File: config.mk
export PLATFORM = sky130hd
export DESIGN_NAME = dtc_share_sched_flat
export DESIGN_NICKNAME = d
export VERILOG_FILES = /design/src/rtl/dtc_sched_pkg.sv /design/src/rtl/dtc_share_sched_if.sv /design/src/rtl/dtc_rr_arbiter.sv /design/src/rtl/dtc_share_sched.sv /design/src/flat_wrapper.sv
export SDC_FILE = /design/constraint.sdc
export NUM_CORES = 1
export LEC_CHECK = 0
export CELL_PAD_IN_SITES_DETAIL_PLACEMENT = 1
export CELL_PAD_IN_SITES_GLOBAL_PLACEMENT = 2
export CORE_MARGIN = 1.5
export CORE_UTILIZATION = 27
export CTS_BUF_LIST = sky130_fd_sc_hd__clkbuf_8 sky130_fd_sc_hd__clkbuf_16
export DETAILED_ROUTE_END_ITERATION = 12
export GPL_ROUTABILITY_DRIVEN = 0
export PLACE_DENSITY_LB_ADDON = 0.1
export REMOVE_ABC_BUFFERS = 1
export SLEW_MARGIN = 40
export SYNTH_ARGS = -nofsm -noshare
export SYNTH_HDL_FRONTEND = slang
export SYNTH_SLANG_ARGS = --single-unit
File: constraint.sdc
create_clock -name clk -period 7.8 [get_ports clk]
set_input_delay 2.34 -clock clk [delete_from_list [all_inputs] [get_ports clk]]
set_output_delay 2.34 -clock clk [all_outputs]
set_load 0.03 [all_outputs]
File: src/rtl/dtc_sched_pkg.sv
// Shared types and the round-robin pick helper for shared-classifier schedulers.
package dtc_sched_pkg;

  typedef enum logic [1:0] {
    IDLE = 2'd0,
    EVAL = 2'd1,
    RESP = 2'd2
  } state_t;

  localparam int DEF_IN_W  = 10;
  localparam int DEF_OUT_W = 77;

  // The helper works on the widest supported requester count.
  localparam int MAX_REQ  = 16;
  localparam int MAX_ID_W = 4;
  localparam int SUM_W    = MAX_ID_W + 1;

  typedef struct packed {
    logic                found;
    logic [MAX_ID_W-1:0] idx;
  } pick_t;

  // First set bit of valid, searching upward from (ptr+1) mod n.
  function automatic pick_t rr_pick(input logic [MAX_REQ-1:0]  valid,
                                    input logic [MAX_ID_W-1:0] ptr,
                                    input int unsigned         n);
    pick_t           r;
    logic [SUM_W-1:0] s;
    r = '0;
    for (int k = 1; k <= MAX_REQ; k++) begin
      s = {1'b0, ptr} + SUM_W'(k);
      if (s >= SUM_W'(n)) s = s - SUM_W'(n);
      if (k <= int'(n) && !r.found && valid[s[MAX_ID_W-1:0]]) begin
        r.found = 1'b1;
        r.idx   = s[MAX_ID_W-1:0];
      end
    end
    return r;
  endfunction

endpackage

File: src/rtl/dtc_share_sched_if.sv
// Requester and result-consumer handshake bundle of the shared classifier scheduler.
interface dtc_share_sched_if
  import dtc_sched_pkg::*;
#(
  parameter int N_REQ = 4,
  parameter int IN_W  = DEF_IN_W,
  parameter int OUT_W = DEF_OUT_W,
  parameter int ID_W  = $clog2(N_REQ)
);
  logic [N_REQ-1:0]      req_valid;
  logic [N_REQ-1:0]      req_ready;
  logic [N_REQ*IN_W-1:0] req_data;
  logic                  rsp_valid;
  logic                  rsp_ready;
  logic [OUT_W-1:0]      rsp_data;
  logic [ID_W-1:0]       rsp_id;
  logic                  rsp_hit;

  modport master (
    output req_valid, req_data, rsp_ready,
    input  req_ready, rsp_valid, rsp_data, rsp_id, rsp_hit
  );

  modport slave (
    input  req_valid, req_data, rsp_ready,
    output req_ready, rsp_valid, rsp_data, rsp_id, rsp_hit
  );
endinterface

File: src/rtl/dtc_rr_arbiter.sv
// Combinational round-robin pick: one-hot grant, binary index and any_valid.
module dtc_rr_arbiter
  import dtc_sched_pkg::*;
#(
  parameter int N_REQ = 4,
  parameter int ID_W  = $clog2(N_REQ)
) (
  input  logic [N_REQ-1:0] valid,
  input  logic [ID_W-1:0]  ptr,
  output logic [N_REQ-1:0] grant,
  output logic [ID_W-1:0]  idx,
  output logic             any_valid
);

  pick_t p;

  // NOTE: every signal written here is assigned on every pass, so no latch is inferred.
  always_comb begin
    p         = rr_pick(MAX_REQ'(valid), MAX_ID_W'(ptr), N_REQ);
    any_valid = p.found;
    idx       = ID_W'(p.idx);
    grant     = p.found ? (N_REQ'(1) << p.idx) : '0;
  end

endmodule

File: src/rtl/dtc_share_sched.sv
// Shares one combinational decision-tree classifier between N_REQ requesters,
// returning each captured class vector tagged with the requester id.
module dtc_share_sched
  import dtc_sched_pkg::*;
#(
  parameter int N_REQ    = 4,
  parameter int IN_W     = DEF_IN_W,
  parameter int OUT_W    = DEF_OUT_W,
  parameter int EVAL_CYC = 1,
  parameter int ID_W     = $clog2(N_REQ)
) (
  input  logic             clk,
  input  logic             rst_n,
  dtc_share_sched_if.slave bus,
  output logic [IN_W-1:0]  dt_inp,
  input  logic [OUT_W-1:0] dt_outp,
  output logic             busy
);

  localparam int                 CNT_W    = (EVAL_CYC > 1) ? $clog2(EVAL_CYC) : 1;
  localparam logic [CNT_W-1:0]   CNT_LAST = CNT_W'(EVAL_CYC - 1);

  state_t           state;
  logic [ID_W-1:0]  ptr;
  logic [CNT_W-1:0] cnt;
  logic [N_REQ-1:0] g_onehot;
  logic [ID_W-1:0]  g_idx;
  logic             g_any;

  dtc_rr_arbiter #(
    .N_REQ (N_REQ),
    .ID_W  (ID_W)
  ) u_arb (
    .valid     (bus.req_valid),
    .ptr       (ptr),
    .grant     (g_onehot),
    .idx       (g_idx),
    .any_valid (g_any)
  );

  // Gated by rst_n so no requester sees an accept while the block is held in reset.
  assign bus.req_ready = (state == IDLE && rst_n) ? g_onehot : '0;
  assign busy          = (state != IDLE);

  // NOTE: non-blocking assignments make every register sample pre-edge values,
  // so the grant taken this edge is computed from the old ptr.
  always_ff @(posedge clk or negedge rst_n) begin
    if (!rst_n) begin
      state         <= IDLE;
      ptr           <= ID_W'(N_REQ - 1);
      cnt           <= '0;
      dt_inp        <= '0;
      bus.rsp_valid <= 1'b0;
      bus.rsp_data  <= '0;
      bus.rsp_id    <= '0;
      bus.rsp_hit   <= 1'b0;
    end else begin
      case (state)
        IDLE: begin
          if (g_any) begin
            dt_inp     <= bus.req_data[g_idx*IN_W +: IN_W];
            bus.rsp_id <= g_idx;
            ptr        <= g_idx;
            cnt        <= '0;
            state      <= EVAL;
          end
        end
        EVAL: begin
          cnt <= cnt + 1'b1;
          if (cnt == CNT_LAST) begin
            bus.rsp_data  <= dt_outp;
            bus.rsp_hit   <= |dt_outp;
            bus.rsp_valid <= 1'b1;
            state         <= RESP;
          end
        end
        RESP: begin
          // dt_inp and the response registers hold until the consumer accepts.
          if (bus.rsp_ready) begin
            bus.rsp_valid <= 1'b0;
            state         <= IDLE;
          end
        end
        default: state <= IDLE;
      endcase
    end
  end

endmodule

File: src/flat_wrapper.sv
// flat-port wrapper written by rule: the top's interface ports become plain ports
module dtc_share_sched_flat import dtc_sched_pkg::*;
#(
  parameter int N_REQ    = 4,
  parameter int IN_W     = DEF_IN_W,
  parameter int OUT_W    = DEF_OUT_W,
  parameter int EVAL_CYC = 1,
  parameter int ID_W     = $clog2(N_REQ)
)
  (clk, rst_n, dt_inp, dt_outp, busy, bus_req_valid, bus_req_data, bus_rsp_ready, bus_req_ready, bus_rsp_valid, bus_rsp_data, bus_rsp_id, bus_rsp_hit);
  dtc_share_sched_if #(.N_REQ(N_REQ), .IN_W(IN_W), .OUT_W(OUT_W), .ID_W(ID_W)) bus_i ();
  input  logic clk;
  input  logic rst_n;
  output logic [IN_W-1:0] dt_inp;
  input  logic [OUT_W-1:0] dt_outp;
  output logic busy;
  input wire logic [$bits(bus_i.req_valid)-1:0] bus_req_valid;
  input wire logic [$bits(bus_i.req_data)-1:0] bus_req_data;
  input wire logic [$bits(bus_i.rsp_ready)-1:0] bus_rsp_ready;
  output wire logic [$bits(bus_i.req_ready)-1:0] bus_req_ready;
  output wire logic [$bits(bus_i.rsp_valid)-1:0] bus_rsp_valid;
  output wire logic [$bits(bus_i.rsp_data)-1:0] bus_rsp_data;
  output wire logic [$bits(bus_i.rsp_id)-1:0] bus_rsp_id;
  output wire logic [$bits(bus_i.rsp_hit)-1:0] bus_rsp_hit;
  assign bus_i.req_valid = bus_req_valid;
  assign bus_i.req_data = bus_req_data;
  assign bus_i.rsp_ready = bus_rsp_ready;
  assign bus_req_ready = bus_i.req_ready;
  assign bus_rsp_valid = bus_i.rsp_valid;
  assign bus_rsp_data = bus_i.rsp_data;
  assign bus_rsp_id = bus_i.rsp_id;
  assign bus_rsp_hit = bus_i.rsp_hit;
  dtc_share_sched #(.N_REQ(N_REQ), .IN_W(IN_W), .OUT_W(OUT_W), .EVAL_CYC(EVAL_CYC), .ID_W(ID_W)) u_core (.clk(clk), .rst_n(rst_n), .bus(bus_i), .dt_inp(dt_inp), .dt_outp(dt_outp), .busy(busy));
endmodule
==> flow_summary.json <==
{
  "slowest_delay_ns": 0.67,
  "drt_iter0_drc": 55,
  "setup-violations-final": 0,
  "hold_viol": 0,
  "holdBufCountCts": 0,
  "fin_util": 0.4473,
  "slew_headroom": 0.5449,
  "die_y_um": 131.2,
  "grt_pass1_wl_mm": 22.10,
  "hpwl_mm": 10.41,
  "cts.path.max_buffers": 2,
  "grt_max_degree": 74,
  "layout-drive-gt1-share": 0.2226,
  "rsz0062_at_grt": "false",
  "crit_path_max_fanout": 19,
  "post-place-ws_ns": 0.4477,
  "syn_area_um2": 4437,
  "cp-end-kind": "output port",
  "ir_worst_vdd_mv": 0.1725,
  "cts_tree": "built",
  "vias": 3536,
  "drc": 0,
  "ys_types": 41,
  "die_area_um2": 17210,
  "worst_pin_slew_ns": 0.6826,
  "power_density_nw_per_um2": 484.7,
  "fmax_mhz": 136.3,
  "ant_nets": 0,
  "finalNetCount": 672,
  "cap_viol_max_count": 0,
  "antenna_found_initial": 0,
  "cts-root-buf": "clkbuf_16",
  "start_kind": "input port",
  "finalPower_mw": 3.457,
  "cts_sinks": 96,
  "rows": 46,
  "core_um2": 15940,
  "ys_ff_latch": 96,
  "slowest_stage": "clkdlybuf4s50_1",
  "outcome": "completed",
  "period_needed_ns": 7.338,
  "io_pins": 220,
  "skew_ns": 0.008025,
  "area_growth_pct": 60.74,
  "htree_levels": 3,
  "setup_slack_ns": 0.4621,
  "cp.arrival_ns": 5.00,
  "synthCells": 327,
  "portBuffers": 219,
  "critPathMostFrequentCell": "clkdlybuf4s50_1",
  "post_cts_buffers": 0,
  "crit_chain": "clkdlybuf4s50_1 -> mux2_2 -> nand3_1 -> nand4_1 -> nor2b_4 -> nor2b_1 -> and3b_1 -> clkdlybuf4s50_1",
  "post-route-period-util": 0.9408,
  "die_x_um": 131.2,
  "grt_pass1_vias": 4094,
  "hold_class": "flop to flop",
  "clock_latency_ns": 0.34,
  "initial_core_util": 0.2783,
  "vias_per_cell": 4.628,
  "worstPathRequired_ns": 5.46,
  "wirelength_mm": 13.57,
  "syn_avg_cell_area_um2": 13.57,
  "drv_slew": 0,
  "p_leak_nw": 2.855,
  "overflow": 0,
  "cts_buffers": 9,
  "cts_resized": 0,
  "dr.pass1.iters": 4,
  "criticalPathCategory": "input port to output port",
  "wire_per_inst_um": 17.76,
  "grt_use_total": 0.1627,
  "layout_commonest_cell": "clkdlybuf4s50_1",
  "cts.reportedPaths.clkPinSlew_ns": 0.07,
  "yosysSeqAreaShare": 0.5420,
  "whs_ns": 0.5060,
  "setup_tns_ns": 0,
  "layout_common_cells": "clkdlybuf4s50_1 (218), dfrtp_1 (94), mux2_2 (80), nor2_1 (23), mux2i_1 (21)",
  "num_antenna_cells": 0,
  "ys_warn_count": 0
}
layer usage:
layer  vias up  global-route usage  routed length [um]
met1      1729              0.1973                5773
met3        22             0.06443                1256
li1       1639                   -                   -
met2       146              0.2543                6181
met4         0             0.07366                 356
met5         -                   0                   0
layout make-up:
| cell class | count | area [um2] |
|---|---|---|
| flip-flops and latches | 96 | 2405 |
| inverters | 4 | 15.01 |
| clock inverters | 7 | 56.30 |
| fillers | 1674 | 8811 |
| well taps | 216 | 270.3 |
| repair buffers | 223 | 2248 |
| multi-input cells | 209 | 1912 |
| clock buffers | 9 | 225.2 |
logic make-up after synthesis:
family,synth area share
AO/OA/AOI/OAI,0.06571
AND/OR/NAND/NOR,0.08686
buffers and inverters,0.02820
adder cells (fa/ha/maj),0.01410
flip-flops,0.5420
multiplexers,0.2631
synthesized netlist by cell type:
cell	count	share of area
a21boi_1	1	0.0017
a21o_1	1	0.0017
a21oi_1	6	0.0068
a221oi_2	11	0.037
a22o_1	1	0.0020
a31o_2	1	0.0020
a32oi_1	2	0.0039
and2_1	1	0.0014
and2_4	1	0.0020
and3_1	1	0.0014
and3b_1	1	0.0020
and4_1	1	0.0020
buf_2	1	0.0011
buf_4	1	0.0017
buf_6	5	0.013
clkbuf_1	11	0.0093
dfrtp_1	94	0.53
dfstp_2	2	0.012
ha_1	5	0.014
inv_1	4	0.0034
mux2_1	1	0.0025
mux2_2	80	0.20
mux2_4	3	0.010
mux2i_1	21	0.047
nand2_1	4	0.0034
nand2b_1	1	0.0014
nand3_1	6	0.0068
nand4_1	5	0.0071
nor2_1	23	0.019
nor2b_1	2	0.0028
nor2b_4	1	0.0031
nor3_1	1	0.0011
nor3b_1	1	0.0017
nor4_1	19	0.027
o211ai_4	1	0.0048
o21a_1	1	0.0017
o21ai_0	1	0.0011
o21ai_1	1	0.0011
o21bai_1	1	0.0017
or2_2	2	0.0028
or4_1	1	0.0017
where the power goes:
part | internal [mW] | total, mW | switching, mW
combinational | 0.987 | 2.12 | 1.13
clock | 0.243 | 0.427 | 0.184
sequential | 0.766 | 0.914 | 0.148
total | 2.00 | 3.46 | 1.46
state kept, by name (all words and copies together), names as in the netlist:
name	count
u_core.dt_inp	10
u_core.bus.rsp_hit	1
u_core.state	2
u_core.bus.rsp_data	77
u_core.bus.rsp_valid	1
u_core.ptr	2
u_core.bus.rsp_id	2
u_core.cnt	1
through the flow:
| step | area [um2] | instances |
|---|---|---|
| detailed placement | 6850 | 748 |
| floorplan | 4327 | 309 |
| CTS | 7132 | 764 |
| global placement | 6804 | 746 |
| global route | 7132 | 764 |
| finish | 7132 | 764 |
critical path, delay by kind of cell:
family                 cells  cell delay (ns)
buffers and inverters      2             1.21
muxes                      1             0.17
and+or+nand+nor            5             1.27
worst paths after layout:
| check | startpoint | endpoint | slack [ns] | cells past startpoint |
|---|---|---|---|---|
| worst min-delay path | u_core.bus.rsp_data[15]$_DFFE_PN0P_ | u_core.bus.rsp_data[15]$_DFFE_PN0P_ | 0.51 | 1 |
| worst min register to register | u_core.bus.rsp_data[15]$_DFFE_PN0P_ | u_core.bus.rsp_data[15]$_DFFE_PN0P_ | 0.51 | 1 |
| min in group asynchronous | rst_n | u_core.bus.rsp_data[54]$_DFFE_PN0P_ | 1.91 | 1 |
| worst max register to register | u_core.ptr[0]$_DFFE_PN1P_ | u_core.dt_inp[6]$_DFFE_PN0P_ | 4.57 | 8 |
| worst max-delay path | bus_req_valid[3] | bus_req_ready[2] | 0.46 | 8 |
| max in group asynchronous | rst_n | u_core.dt_inp[1]$_DFFE_PN0P_ | 4.89 | 2 |
Note: power is estimated with default switching activity, not from simulation.
